==> src/rtl/pu_riscv_biu_arbiter.sv <==
// N-port arbiter in front of one BIU: fixed-priority or round-robin grant, holds
// the bus for bursts and locked sequences. Optional watchdog: PU_RISCV_ARB_WATCHDOG_EN.
module pu_riscv_biu_arbiter #(
  parameter int XLEN     = 64,
  parameter int PLEN     = 64,
  parameter int PORTS    = 4,
  parameter int ARB_MODE = 0,
  parameter int TIMEOUT  = 255
) (
  input  logic                  clk_i,
  input  logic                  rst_ni,
  input  logic [PORTS-1:0]      biu_req_i,
  output logic [PORTS-1:0]      biu_req_ack_o,
  output logic [PORTS-1:0]      biu_d_ack_o,
  input  logic [PORTS*PLEN-1:0] biu_adri_i,
  output logic [PORTS*PLEN-1:0] biu_adro_o,
  input  logic [PORTS*3-1:0]    biu_size_i,
  input  logic [PORTS*3-1:0]    biu_type_i,
  input  logic [PORTS*3-1:0]    biu_prot_i,
  input  logic [PORTS-1:0]      biu_lock_i,
  input  logic [PORTS-1:0]      biu_we_i,
  input  logic [PORTS*XLEN-1:0] biu_d_i,
  output logic [PORTS*XLEN-1:0] biu_q_o,
  output logic [PORTS-1:0]      biu_ack_o,
  output logic [PORTS-1:0]      biu_err_o,
  output logic                  biu_req_o,
  output logic [PLEN-1:0]       biu_adri_o,
  output logic [2:0]            biu_size_o,
  output logic [2:0]            biu_type_o,
  output logic                  biu_lock_o,
  output logic [2:0]            biu_prot_o,
  output logic                  biu_we_o,
  output logic [XLEN-1:0]       biu_d_o,
  input  logic                  biu_req_ack_i,
  input  logic                  biu_d_ack_i,
  input  logic [PLEN-1:0]       biu_adro_i,
  input  logic [XLEN-1:0]       biu_q_i,
  input  logic                  biu_ack_i,
  input  logic                  biu_err_i
);

  localparam int PW = $clog2(PORTS);

  localparam logic [1:0] IDLE   = 2'd0;
  localparam logic [1:0] BURST  = 2'd1;
  localparam logic [1:0] LOCKED = 2'd2;

  logic [1:0]      fsm;
  logic [PW-1:0]   owner, last_grant;
  logic [PW-1:0]   fp_grant, rr_grant, grant, sel;
  logic [3:0]      beat_cnt, new_cnt;
  logic            hold, final_beat, open, accept, term, wdog_to;

  logic [PLEN-1:0] adri  [PORTS];
  logic [2:0]      size  [PORTS];
  logic [2:0]      btype [PORTS];
  logic [2:0]      prot  [PORTS];
  logic [XLEN-1:0] wdat  [PORTS];

  for (genvar p = 0; p < PORTS; p++) begin : g_port
    assign adri[p]  = biu_adri_i[p*PLEN +: PLEN];
    assign size[p]  = biu_size_i[p*3 +: 3];
    assign btype[p] = biu_type_i[p*3 +: 3];
    assign prot[p]  = biu_prot_i[p*3 +: 3];
    assign wdat[p]  = biu_d_i[p*XLEN +: XLEN];
  end

  function automatic logic [3:0] beats_m1(input logic [2:0] t);
    case (t)
      3'd2, 3'd3: return 4'd3;
      3'd4, 3'd5: return 4'd7;
      3'd6, 3'd7: return 4'd15;
      default:    return 4'd0;
    endcase
  endfunction

  // Iterating downwards lets the lowest index / nearest RR offset win.
  always_comb begin
    int            idx;
    logic [PW-1:0] pi;
    idx      = 0;
    pi       = '0;
    fp_grant = last_grant;
    rr_grant = last_grant;
    for (int i = PORTS-1; i >= 0; i--) begin
      pi = PW'(i);
      if (biu_req_i[pi]) fp_grant = pi;
    end
    for (int k = PORTS; k >= 1; k--) begin
      idx = int'(last_grant) + k;
      if (idx >= PORTS) idx = idx - PORTS;
      pi = PW'(idx);
      if (biu_req_i[pi]) rr_grant = pi;
    end
  end

  assign hold       = (fsm == LOCKED) || ((fsm == BURST) && biu_lock_i[owner]);
  assign grant      = hold ? owner : ((ARB_MODE != 0) ? rr_grant : fp_grant);
  assign final_beat = (fsm == BURST) && (beat_cnt == 4'd0) && biu_ack_i && !biu_err_i;
  // The address phase is open outside bursts and on the last beat, allowing a same-cycle re-grant.
  assign open       = (fsm != BURST) || final_beat;
  assign sel        = open ? grant : owner;
  assign biu_req_o  = open && biu_req_i[sel];
  assign accept     = biu_req_o && biu_req_ack_i;
  assign new_cnt    = beats_m1(btype[sel]);
  assign term       = (fsm == BURST) && (final_beat || biu_err_i || wdog_to);

  assign biu_adri_o = adri[sel];
  assign biu_size_o = size[sel];
  assign biu_type_o = btype[sel];
  assign biu_prot_o = prot[sel];
  assign biu_lock_o = biu_lock_i[sel];
  assign biu_we_o   = biu_we_i[sel];
  assign biu_d_o    = wdat[sel];

  assign biu_adro_o = {PORTS{biu_adro_i}};
  assign biu_q_o    = {PORTS{biu_q_i}};

  always_comb begin
    biu_req_ack_o        = '0;
    biu_ack_o            = '0;
    biu_err_o            = '0;
    biu_d_ack_o          = '0;
    biu_req_ack_o[sel]   = biu_req_ack_i;
    biu_ack_o[owner]     = biu_ack_i;
    biu_err_o[owner]     = biu_err_i | wdog_to;
    biu_d_ack_o[owner]   = biu_d_ack_i;
  end

  always_ff @(posedge clk_i or negedge rst_ni) begin
    if (!rst_ni) begin
      fsm        <= IDLE;
      owner      <= '0;
      last_grant <= PW'(PORTS-1);
      beat_cnt   <= '0;
    end else if (accept) begin
      owner      <= sel;
      last_grant <= sel;
      beat_cnt   <= new_cnt;
      if (new_cnt != 4'd0)     fsm <= BURST;
      else if (biu_lock_i[sel]) fsm <= LOCKED;
      else                      fsm <= IDLE;
    end else begin
      case (fsm)
        BURST: begin
          if (term)           fsm <= (biu_lock_i[owner] && !wdog_to) ? LOCKED : IDLE;
          else if (biu_ack_i) beat_cnt <= beat_cnt - 4'd1;
        end
        LOCKED:  if (!biu_lock_i[owner] && !biu_req_i[owner]) fsm <= IDLE;
        default: fsm <= IDLE;
      endcase
    end
  end

`ifdef PU_RISCV_ARB_WATCHDOG_EN
  logic [7:0] wdog;

  // Counts stalled burst cycles; expiry aborts the burst and drops any lock.
  assign wdog_to = (fsm == BURST) && !biu_ack_i && (wdog == 8'(TIMEOUT));

  always_ff @(posedge clk_i or negedge rst_ni) begin
    if (!rst_ni)                                    wdog <= '0;
    else if (fsm != BURST || biu_ack_i || wdog_to) wdog <= '0;
    else                                            wdog <= wdog + 8'd1;
  end
`else
  logic unused_timeout;
  assign unused_timeout = ^(8'(TIMEOUT));
  assign wdog_to        = 1'b0;
`endif

endmodule

==> config.mk <==
export PLATFORM = sky130hd
export DESIGN_NAME = pu_riscv_biu_arbiter
export DESIGN_NICKNAME = d
export VERILOG_FILES = /design/src/rtl/pu_riscv_biu_arbiter.sv
export SDC_FILE = /design/constraint.sdc
export NUM_CORES = 1
export LEC_CHECK = 0
export BUFFER_PORTS_ARGS = -buffer_cell sky130_fd_sc_hd__buf_2
export CORE_AREA = 4 4 530 532
export CTS_BUF_LIST = sky130_fd_sc_hd__clkbuf_4
export DETAILED_ROUTE_END_ITERATION = 16
export DIE_AREA = 0 0 534 536
export PLACE_DENSITY = 0.3
export SYNTH_ARGS = -nofsm -noshare
export SYNTH_HDL_FRONTEND = slang
export SYNTH_SLANG_ARGS = --single-unit
==> constraint.sdc <==
create_clock -name clk_i -period 3.4 [get_ports clk_i]
set_input_delay 0.68 -clock clk_i [delete_from_list [all_inputs] [get_ports clk_i]]
set_output_delay 0.68 -clock clk_i [all_outputs]
set_load 0.1 [all_outputs]
==> results.toml, run 1 <==
[placement]
dp.final_hpwl_mm = 101
place_area_sq_um = 19600
gp_congestion = 0.856
place.port_buffers = 721

[finish]
area_growth_pct = 160
fillerInstances = 32300
drive_gt1_share_pct = 80.8
multi_input_area_sq_um = 8190
fin_area_sq_um = 23400
mostFrequentLayoutCells = "buf_2, nand2_1, buf_4, buf_12, a31oi_4"
final_common_cell = "buf_2"
fin_nets = 2567
seqCellArea_sq_um = 254

[clock_tree]
clock_latency_ns = 0.29
htree_levels = 1
cts_buffers = 3
cts.sinks = 10
cts_tree = "yes"
clk_pin_slew_ns = 0.07
cts_hold_buffers = 0
cts_buffer_depth = 2
root_buffer = "clkbuf_4"

[floorplanning]
ioPinCount = 1362
initial_core_util_pct = 3.26
die-area_sq_um = 286000
fp.dieW_um = 534
chipHeight_um = 536
fp-row-count = 193
core_area_sq_um = 276000

[logic_synthesis]
synthCells = 1393
netlist_area_sq_um = 9010
synth.top_cell.area_share_pct = 42.7
synthSimpleGateAreaFrac_pct = 23.7
ys_ff_latch = 10
synthAdderAreaFrac_pct = 0.278
synth-main-ff-cell = "dfrtp_1"
synth_top_family_by_area = "buffers and inverters"
synthArstFlopShare_pct = 100
ys.warnings.count = 0
ys_types = 44
synth_xor_area_share_pct = 0.292
synth_edf_count = 0
synth_area_leaders = "buf_4, a211oi_1, nand2_1, and2_1, a31oi_1"
synth_area_leader_cell = "buf_4"
yosysSeqAreaShare_pct = 2.81
synth_nets = 2089
synth_compound_area_share_pct = 22.4
synth_area_per_cell_sq_um = 6.47
synthMuxAreaShare_pct = 3.14

[outcome]
status = "finished with violations"
violations = "negative setup slack"

[power_and_ir_drop]
power_frac_seq_pct = 0.8
p_switching_mw = 16.4
vdd_drop_max_mv = 0.672
clkPwrFrac_pct = 0.3
pwr-share-comb_pct = 98.9
internal_power_mw = 11.4
p_sw_share_pct = 59.2
power_mw = 27.8
powerDensity_nw_per_um2 = 1190
leakage_nw = 8.75

[routing]
routed_wire_length_per_instance_um = 21.4
postRouteAntennaNets = 0
vias = 12100
drt-vias-per-instance = 2.16
first_pass_iters = 4
wl_mm = 120
drc = 0
dr.first_iter.drc_count = 364

[sta]
hold_violations = 0
hold_slack_ns = 0.245
setup_violations = 144
fmax_mhz = 262
slew_violations = 0
grt_setup_unrepaired = "true"
fin_ws_ns = -0.417
min_period_ns = 3.82
worst_pin_slew_ns = 0.762
fin_crit_sh_pct = 112
fin_skew_ns = 0.00143
relSlewSlack_pct = 49.6

[critical_path]
end_kind = "primary output"
path_max_fanout = 23
worstRegToRegCells = 13
cp_top_family = "buffers and inverters"
cp_slowest_cell = "mux4_2"
cp_data_required_time_ns = 2.72
worst-path-stages = 12
path_cells = "buf_6, mux4_2, o31a_1, o21ai_4, buf_12, buf_16, buf_16, and2_4, a211oi_1, buf_4, a31oi_4, buf_12"
max_stage_delay_ns = 0.49
critPathLaunchType = "input port"
path_class = "input port to primary output"
worstPathArrival_ns = 3.14
cp.buffers_inverters = 6

[global_route]
grt_first_pass_wirelength_mm = 142
grtUsageTotal_pct = 7.66
grt_overflow_total = 0
grt_pass1_vias = 12700
antenna_found_initial = 105
grt_max_degree = 33

[min_path]
hold_class = "input port to asynchronous set/reset pin"

[run]
maxCapViolations = 0
## registers in the layout (all words and copies together) (netlist names)
name        count
beat_cnt        4
fsm             2
last_grant      2
owner           2
## power by group through the flow
stage	combinational (mW)	clock, mW	sequential, mW
finish	27.5	0.0851	0.231
global placement	23.6	0	0.230
detailed placement	23.6	0	0.230
floorplan	17.0	0	0.209
CTS	26.1	0.0914	0.233
global route	28.6	0.0994	0.239
## cell families after synthesis
kind of cell	Yosys count
buffers and inverters	612
AND/OR/NAND/NOR	455
AO/OA/AOI/OAI	288
multiplexers	23
flip-flops	10
XOR/XNOR	3
adder cells (fa/ha/maj)	2
## worst register-to-register path, stage by stage, from the launching register on
cell     delay, ns
dfrtp_2       0.41
mux4_2        0.54
o31a_1        0.31
o21ai_4       0.22
buf_6         0.15
buf_16        0.16
buf_8         0.14
buf_12        0.12
mux2i_2       0.27
mux2i_4       0.14
buf_6         0.14
buf_4         0.13
or3b_4        0.36
mux2i_1       0.12
## Yosys cell counts (4+ instances only)
| cell | n |
|---|---|
| and3_1 | 4 |
| a211oi_1 | 138 |
| nor2_1 | 10 |
| nand2_1 | 276 |
| a31oi_1 | 137 |
| mux2i_1 | 13 |
| clkbuf_1 | 65 |
| and2_1 | 145 |
| buf_4 | 512 |
| nor3_1 | 4 |
| mux2_4 | 4 |
| nor2b_1 | 5 |
| inv_1 | 4 |
| buf_2 | 26 |
| dfrtp_1 | 8 |
## path summary, 6_finish.rpt
check                                            end  slack (ns)                       from
hold / removal                  owner[1]$_DFFE_PN0P_        0.25                     rst_ni
min in group clk_i         last_grant[1]$_DFFE_PN1P_        0.62  last_grant[1]$_DFFE_PN1P_
hold reg to reg            last_grant[1]$_DFFE_PN1P_        0.62  last_grant[1]$_DFFE_PN1P_
max in group asynchronous  last_grant[0]$_DFFE_PN1P_        2.89                     rst_ni
setup reg to reg                  fsm[1]$_DFFE_PN0P_        0.12       owner[0]$_DFFE_PN0P_
setup / recovery                         biu_d_o[50]       -0.42              biu_lock_i[3]
## per-stage QoR
| stage | TNS, ns | worst slack (ns) | std cells | utilization (%) |
|---|---|---|---|---|
| 2_1_floorplan | -19.39 | -0.568 | 1393 | - |
| 3_3_place_gp | -56.98 | -0.818 | 5439 | 7.12 |
| 3_5_place_dp | -56.87 | -0.815 | 5439 | 7.12 |
| 4_1_cts | -54.66 | -0.487 | 5519 | 7.80 |
| 5_1_grt | -57.47 | -0.514 | 5587 | 8.48 |
| 6_report | -43.02 | -0.417 | 5590 | 8.48 |
## layout make-up
class                      count  area share [%]
clock buffer                   3          0.0962
multi-input combinational    771            35.0
tap                         3705            19.8
timing repair buffer        1081            43.8
antenna                       15           0.160
sequential                    10            1.09
inverter                       4          0.0642
clock inverter                 1          0.0160
## layer usage
layer,global-route usage (%),vias to the layer above,wire length [um]
met5,0.333,-,292
met4,2.25,34,4460
met3,4.94,332,17600
met2,12.7,1070,54600
met1,7.90,5458,42900
li1,-,5163,-
## timing repair
action,4_1_cts,5_1_grt
pin swaps,47,88
buffers inserted,68,61
resized for setup,199,256
endpoints found under the setup margin,145,148
gates cloned,15,19
No activity file was read; power rests on OpenSTA's default activity.
==> run 2: changes to the inputs <==
--- a/config.mk
+++ b/config.mk
@@ -8,6 +8,7 @@
 export BUFFER_PORTS_ARGS = -buffer_cell sky130_fd_sc_hd__buf_2
 export CORE_AREA = 4 4 530 532
 export CTS_BUF_LIST = sky130_fd_sc_hd__clkbuf_4
+export CTS_CLUSTER_DIAMETER = 50
 export DETAILED_ROUTE_END_ITERATION = 16
 export DIE_AREA = 0 0 534 536
 export PLACE_DENSITY = 0.3
==> constraint.sdc (replaced) <==
create_clock -name clk_i -period 3.9 [get_ports clk_i]
set_input_delay 0.78 -clock clk_i [delete_from_list [all_inputs] [get_ports clk_i]]
set_output_delay 0.78 -clock clk_i [all_outputs]
set_load 0.1 [all_outputs]
==> results.toml, run 2 (synthesis gave the netlist of run 1 again) <==
[power_and_ir_drop]
power_mw = 21.8
vdd_drop_max_mv = 0.622
leakage_nw = 7.37
powerDensity_nw_per_um2 = 1050

[finish]
largest_reg_flops = 4
instances_no_fill = 5474
drive_gt1_share_pct = 71.1
mostFrequentLayoutCells = "buf_2, nand2_1, buf_12, buf_4, a31oi_4"
final_common_cell = "buf_2"
fin_nets = 2439
area_growth_pct = 131
largest_register = "beat_cnt"
fin_area_sq_um = 20800

[clock_tree]
cts_buffers = 3
cts.sinks = 10
cts_tree = "yes"
cts_hold_buffers = 0
clk_pin_slew_ns = 0.08
htree_levels = 1
root_buffer = "clkbuf_4"
clock_latency_ns = 0.27
cts_buffer_depth = 2

[critical_path]
worstRegToRegCells = 11
cp_data_required_time_ns = 3.12
crit_end = "biu_d_o[16]"
critical_path.startpoint = "biu_lock_i[3]"
path_max_fanout = 12
critPathLaunchType = "input port"
worstPathArrival_ns = 3.24
rrSetupSlack_ns = 0.60
r2r-start = "owner[0]$_DFFE_PN0P_"
end_kind = "primary output"
path_class = "input port to primary output"
r2r-end = "beat_cnt[2]$_DFFE_PN0P_"

[sta]
min_period_ns = 4.02
fin_ws_ns = -0.116
hold_slack_ns = 0.375
hold_violations = 0
worst_pin_slew_ns = 0.537
slew_violations = 0
relSlewSlack_pct = 64.1
fin_skew_ns = 0.00426
grt_setup_unrepaired = "true"
fin_crit_sh_pct = 103
fmax_mhz = 249
setup_tns_ns = -2.71
setup_violations = 75

[global_route]
grt_first_pass_wirelength_mm = 132
grtUsageTotal_pct = 7.06
grt_overflow_total = 0
antenna_found_initial = 101
grt_max_degree = 48
grt_pass1_vias = 12000

[floorplanning]
fp.dieW_um = 534
ioPinCount = 1362
die-area_sq_um = 286000
fp-row-count = 193
chipHeight_um = 536
core_area_sq_um = 276000
initial_core_util_pct = 3.26

[routing]
postRouteAntennaNets = 0
vias = 11500
drc = 0
first_pass_iters = 4
routed_wire_length_per_instance_um = 20.4
drt-vias-per-instance = 2.09
dr.first_iter.drc_count = 296
wl_mm = 112

[run]
maxCapViolations = 0

[placement]
place.port_buffers = 721
place_area_sq_um = 18600
gp_congestion = 0.910
dp.final_hpwl_mm = 99.0
dp_cells = 5366

[min_path]
hold_class = "input port to asynchronous set/reset pin"

[outcome]
status = "finished with violations"
violations = "negative setup slack"
==> run 2: how the worst min path moves through the flow <==
stage                                       start                       to
after floorplan                            rst_ni  beat_cnt[0]$_DFFE_PN0P_
after global placement    beat_cnt[3]$_DFFE_PN0P_  beat_cnt[3]$_DFFE_PN0P_
after detailed placement  beat_cnt[3]$_DFFE_PN0P_  beat_cnt[3]$_DFFE_PN0P_
after CTS                                  rst_ni     owner[0]$_DFFE_PN0P_
after global routing                       rst_ni     owner[0]$_DFFE_PN0P_
final                                      rst_ni     owner[0]$_DFFE_PN0P_
==> run 2: through the flow <==
step	utilization (%)	worst slack (ns)
4_1_cts	7.08	-0.162
2_1_floorplan	-	-0.826
3_3_place_gp	6.74	-0.761
6_report	7.53	-0.116
5_1_grt	7.51	-0.193
3_5_place_dp	6.74	-0.752
==> run 2: worst max-delay path, cell delays in order <==
cell and delay (ns):
buf_8 0.10, mux4_2 0.52, o31a_1 0.33, o21a_4 0.25, buf_16 0.17, buf_16 0.23
a211oi_4 0.33, buf_4 0.18, a31oi_4 0.04, buf_12 0.17
==> run 2: power breakdown <==
group / internal [mW] / total (mW) / switching [mW]
Combinational: 8.15 / 21.5 / 13.4
Clock: 0.0370 / 0.0791 / 0.0422
Sequential: 0.153 / 0.201 / 0.0485
==> run 2: cell type report <==
cell class | count | area, sq um
antenna | 27 | 67.6
clock buffer | 3 | 22.5
clock inverter | 1 | 3.75
fill | 32500 | 255000
inverter | 4 | 15.0
multi-input combinational | 771 | 7260
sequential | 10 | 253
tap | 3705 | 4640
timing repair buffer | 953 | 8520
==> run 2: layer usage <==
| metal | track usage, % | wire (um) | up-vias |
|---|---|---|---|
| met3 | 4.37 | 16300 | 324 |
| met5 | 0.233 | 333 | - |
| li1 | - | - | 4941 |
| met1 | 6.99 | 37300 | 5075 |
| met4 | 1.93 | 4870 | 38 |
| met2 | 12.3 | 52800 | 1073 |
==> run 2: what timing repair did <==
item	in CTS	in global routing
setup buffers	24	43
setup endpoints to repair	134	114
gates cloned	1	15
pin swaps	9	10
gates resized for setup	140	110
==> run 3: changes to the inputs <==
--- a/config.mk
+++ b/config.mk
@@ -5,12 +5,14 @@
 export SDC_FILE = /design/constraint.sdc
 export NUM_CORES = 1
 export LEC_CHECK = 0
+export ABC_AREA = 1
 export BUFFER_PORTS_ARGS = -buffer_cell sky130_fd_sc_hd__buf_2
-export CORE_AREA = 4 4 530 532
+export CORE_AREA = 4 4 536 538
 export CTS_BUF_LIST = sky130_fd_sc_hd__clkbuf_4
 export CTS_CLUSTER_DIAMETER = 50
 export DETAILED_ROUTE_END_ITERATION = 16
-export DIE_AREA = 0 0 534 536
+export DIE_AREA = 0 0 540 542
+export GPL_TIMING_DRIVEN = 1
 export PLACE_DENSITY = 0.3
 export SYNTH_ARGS = -nofsm -noshare
 export SYNTH_HDL_FRONTEND = slang
==> results.toml, run 3 <==
[logic_synthesis]
yosysSeqAreaShare_pct = 3.22
synth_nets = 1902
yosysMostFrequentCell = "buf_4"
synth.top_cell.area_share_pct = 49.9
synth_xor_area_share_pct = 0.223
synth_area_leaders = "buf_4, a22oi_1, nand2_1, nand3_1, buf_2"
synthArstFlopShare_pct = 100
synth-main-ff-cell = "dfrtp_1"
synthTopCellsByCount = "buf_4, nand2_1, a22oi_1"
ys_ff_latch = 10
ys_types = 26
synth_compound_area_share_pct = 22.0
synthAdderAreaFrac_pct = 0.319
synthMuxAreaShare_pct = 0
ys.warnings.count = 0
synthCells = 1206
synth_top_family_by_area = "buffers and inverters"
synth_area_leader_cell = "buf_4"
synth_edf_count = 0
netlist_area_sq_um = 7850
synthSimpleGateAreaFrac_pct = 19.2
synth_area_per_cell_sq_um = 6.51

[routing]
dr_wl_met3_mm = 18.6
routed_wire_length_per_instance_um = 23.6
highest_layer = "met5"
wl_mm = 124
wl_met1_mm = 31.7
postRouteAntennaNets = 0
drt-vias-per-instance = 1.90
dr.first_iter.drc_count = 626
route.met2.wl_mm = 66.9
vias = 9948
drc = 0
first_pass_iters = 5

[sta]
relSlewSlack_pct = 54.4
slew_violations = 0
fin_crit_sh_pct = 98.1
worst_pin_slew_ns = 0.684
grt_setup_unrepaired = "true"
hold_violations = 0
min_period_ns = 3.82
setup_violations = 0
fin_skew_ns = 0.00796
fmax_mhz = 261

[critical_path]
critPathLaunchType = "input port"
worstRegToRegCells = 28
rrSetupSlack_ns = 0.22
critical_path.startpoint = "biu_ack_i"
crit_end = "biu_d_o[30]"
cp_slowest_cell = "a22oi_2"
path_cells = "buf_2, nand2_2, inv_2, nand2_4, o21ai_4, nand4_1, buf_4, nand2_8, nor2_4, buf_12, buf_16, buf_8, a22oi_2, nand3_2, buf_12"
r2r-end = "owner[1]$_DFFE_PN0P_"
end_kind = "primary output"
max_stage_delay_ns = 0.31
cp_data_required_time_ns = 3.12
path_class = "input port to primary output"
crit_top_cell = "buf_12"
worstPathArrival_ns = 3.04
r2r-start = "beat_cnt[1]$_DFFE_PN0P_"
path_max_fanout = 7

[clock_tree]
cts_buffers = 3
root_buffer = "clkbuf_4"
cts_hold_buffers = 0
htree_levels = 1
cts.sinks = 10
clk_pin_slew_ns = 0.07
clock_latency_ns = 0.26
cts_tree = "yes"
cts_buffer_depth = 2

[global_route]
grt_first_pass_wirelength_mm = 140
grt_pass1_vias = 10100
antenna_found_initial = 68
grt_max_degree = 46
grt_overflow_total = 0
grtUsageTotal_pct = 7.65

[floorplanning]
core_area_sq_um = 282000
fp-row-count = 195
chipHeight_um = 542
ioPinCount = 1362
fp.dieW_um = 540
die-area_sq_um = 293000
initial_core_util_pct = 2.78

[placement]
dp.final_hpwl_mm = 110
place_area_sq_um = 14800
gp_congestion = 0.872
place.port_buffers = 721
dp_cells = 5176

[finish]
fin_area_sq_um = 16000
fillerInstances = 33600
fin_nets = 2180
multi_input_area_sq_um = 3720
instances_no_fill = 5244
largest_reg_flops = 4
final_common_cell = "buf_2"
area_growth_pct = 104
seqCellArea_sq_um = 253
mostFrequentLayoutCells = "buf_2, nand2_1, a22oi_1, buf_12, buf_4"
drive_gt1_share_pct = 64.5
largest_register = "beat_cnt"

[run]
maxCapViolations = 0

[min_path]
hold_class = "input port to asynchronous set/reset pin"

[outcome]
status = "finished clean"
[run 3: timing repair]
action	CTS	global route
gates cloned	4	7
pin swaps	12	29
gates resized for setup	56	76
buffers inserted	20	17
endpoints found under the setup margin	130	118
[run 3: final cells by class]
type / count / share of cell area, %
clock inverter: 1 / 0.0235
timing repair buffer: 845 / 44.6
sequential: 10 / 1.58
clock buffer: 3 / 0.141
antenna: 18 / 0.282
tap: 3743 / 29.3
inverter: 29 / 0.783
multi-input combinational: 595 / 23.3
[run 3: logic make-up after synthesis]
logic type / count (synthesis)
and+or+nand+nor: 359
AOI/OAI and AO/OA: 232
adders and majority gates: 2
buffers and inverters: 601
xor gates and xnor gates: 2
DFF: 10
[run 3: worst min path at each step]
stage                     cells after the start  slack [ns]                        end                      start
after floorplan                               2        0.44  last_grant[0]$_DFFE_PN1P_  last_grant[0]$_DFFE_PN1P_
after global placement                        2        0.46  last_grant[0]$_DFFE_PN1P_  last_grant[0]$_DFFE_PN1P_
after detailed placement                      2        0.46  last_grant[0]$_DFFE_PN1P_  last_grant[0]$_DFFE_PN1P_
after CTS                                     1        0.36    beat_cnt[3]$_DFFE_PN0P_                     rst_ni
after global routing                          1        0.36    beat_cnt[3]$_DFFE_PN0P_                     rst_ni
final                                         1        0.37    beat_cnt[3]$_DFFE_PN0P_                     rst_ni
[run 3: per-stage QoR]
step	setup WS, ns	util [%]	TNS [ns]	hold slack, ns
global route	-0.0776	5.66	-0.559	0.363
floorplan	0.0197	-	0	0.444
finish	0.0755	5.67	0	0.369
global placement	-0.328	5.25	-6.07	0.459
CTS	0.0186	5.44	0	0.363
detailed placement	-0.283	5.25	-4.25	0.465
[run 3: routing by layer]
layer,vias to the layer above,GRT usage [%]
li1,4160,-
met4,8,3.21
met1,4379,5.58
met3,324,4.99
met2,1077,15.1
met5,-,0.0822
[run 3: critical path, delay by kind of cell]
family          cells  cell delay (ns)
compound gates      2             0.53
buf+inv             7             1.08
simple gates        6             0.60
Power of run 3 is left out: the tool's default activity adds up to more than one toggle a clock period on the data nets, which glitch-free logic cannot reach.
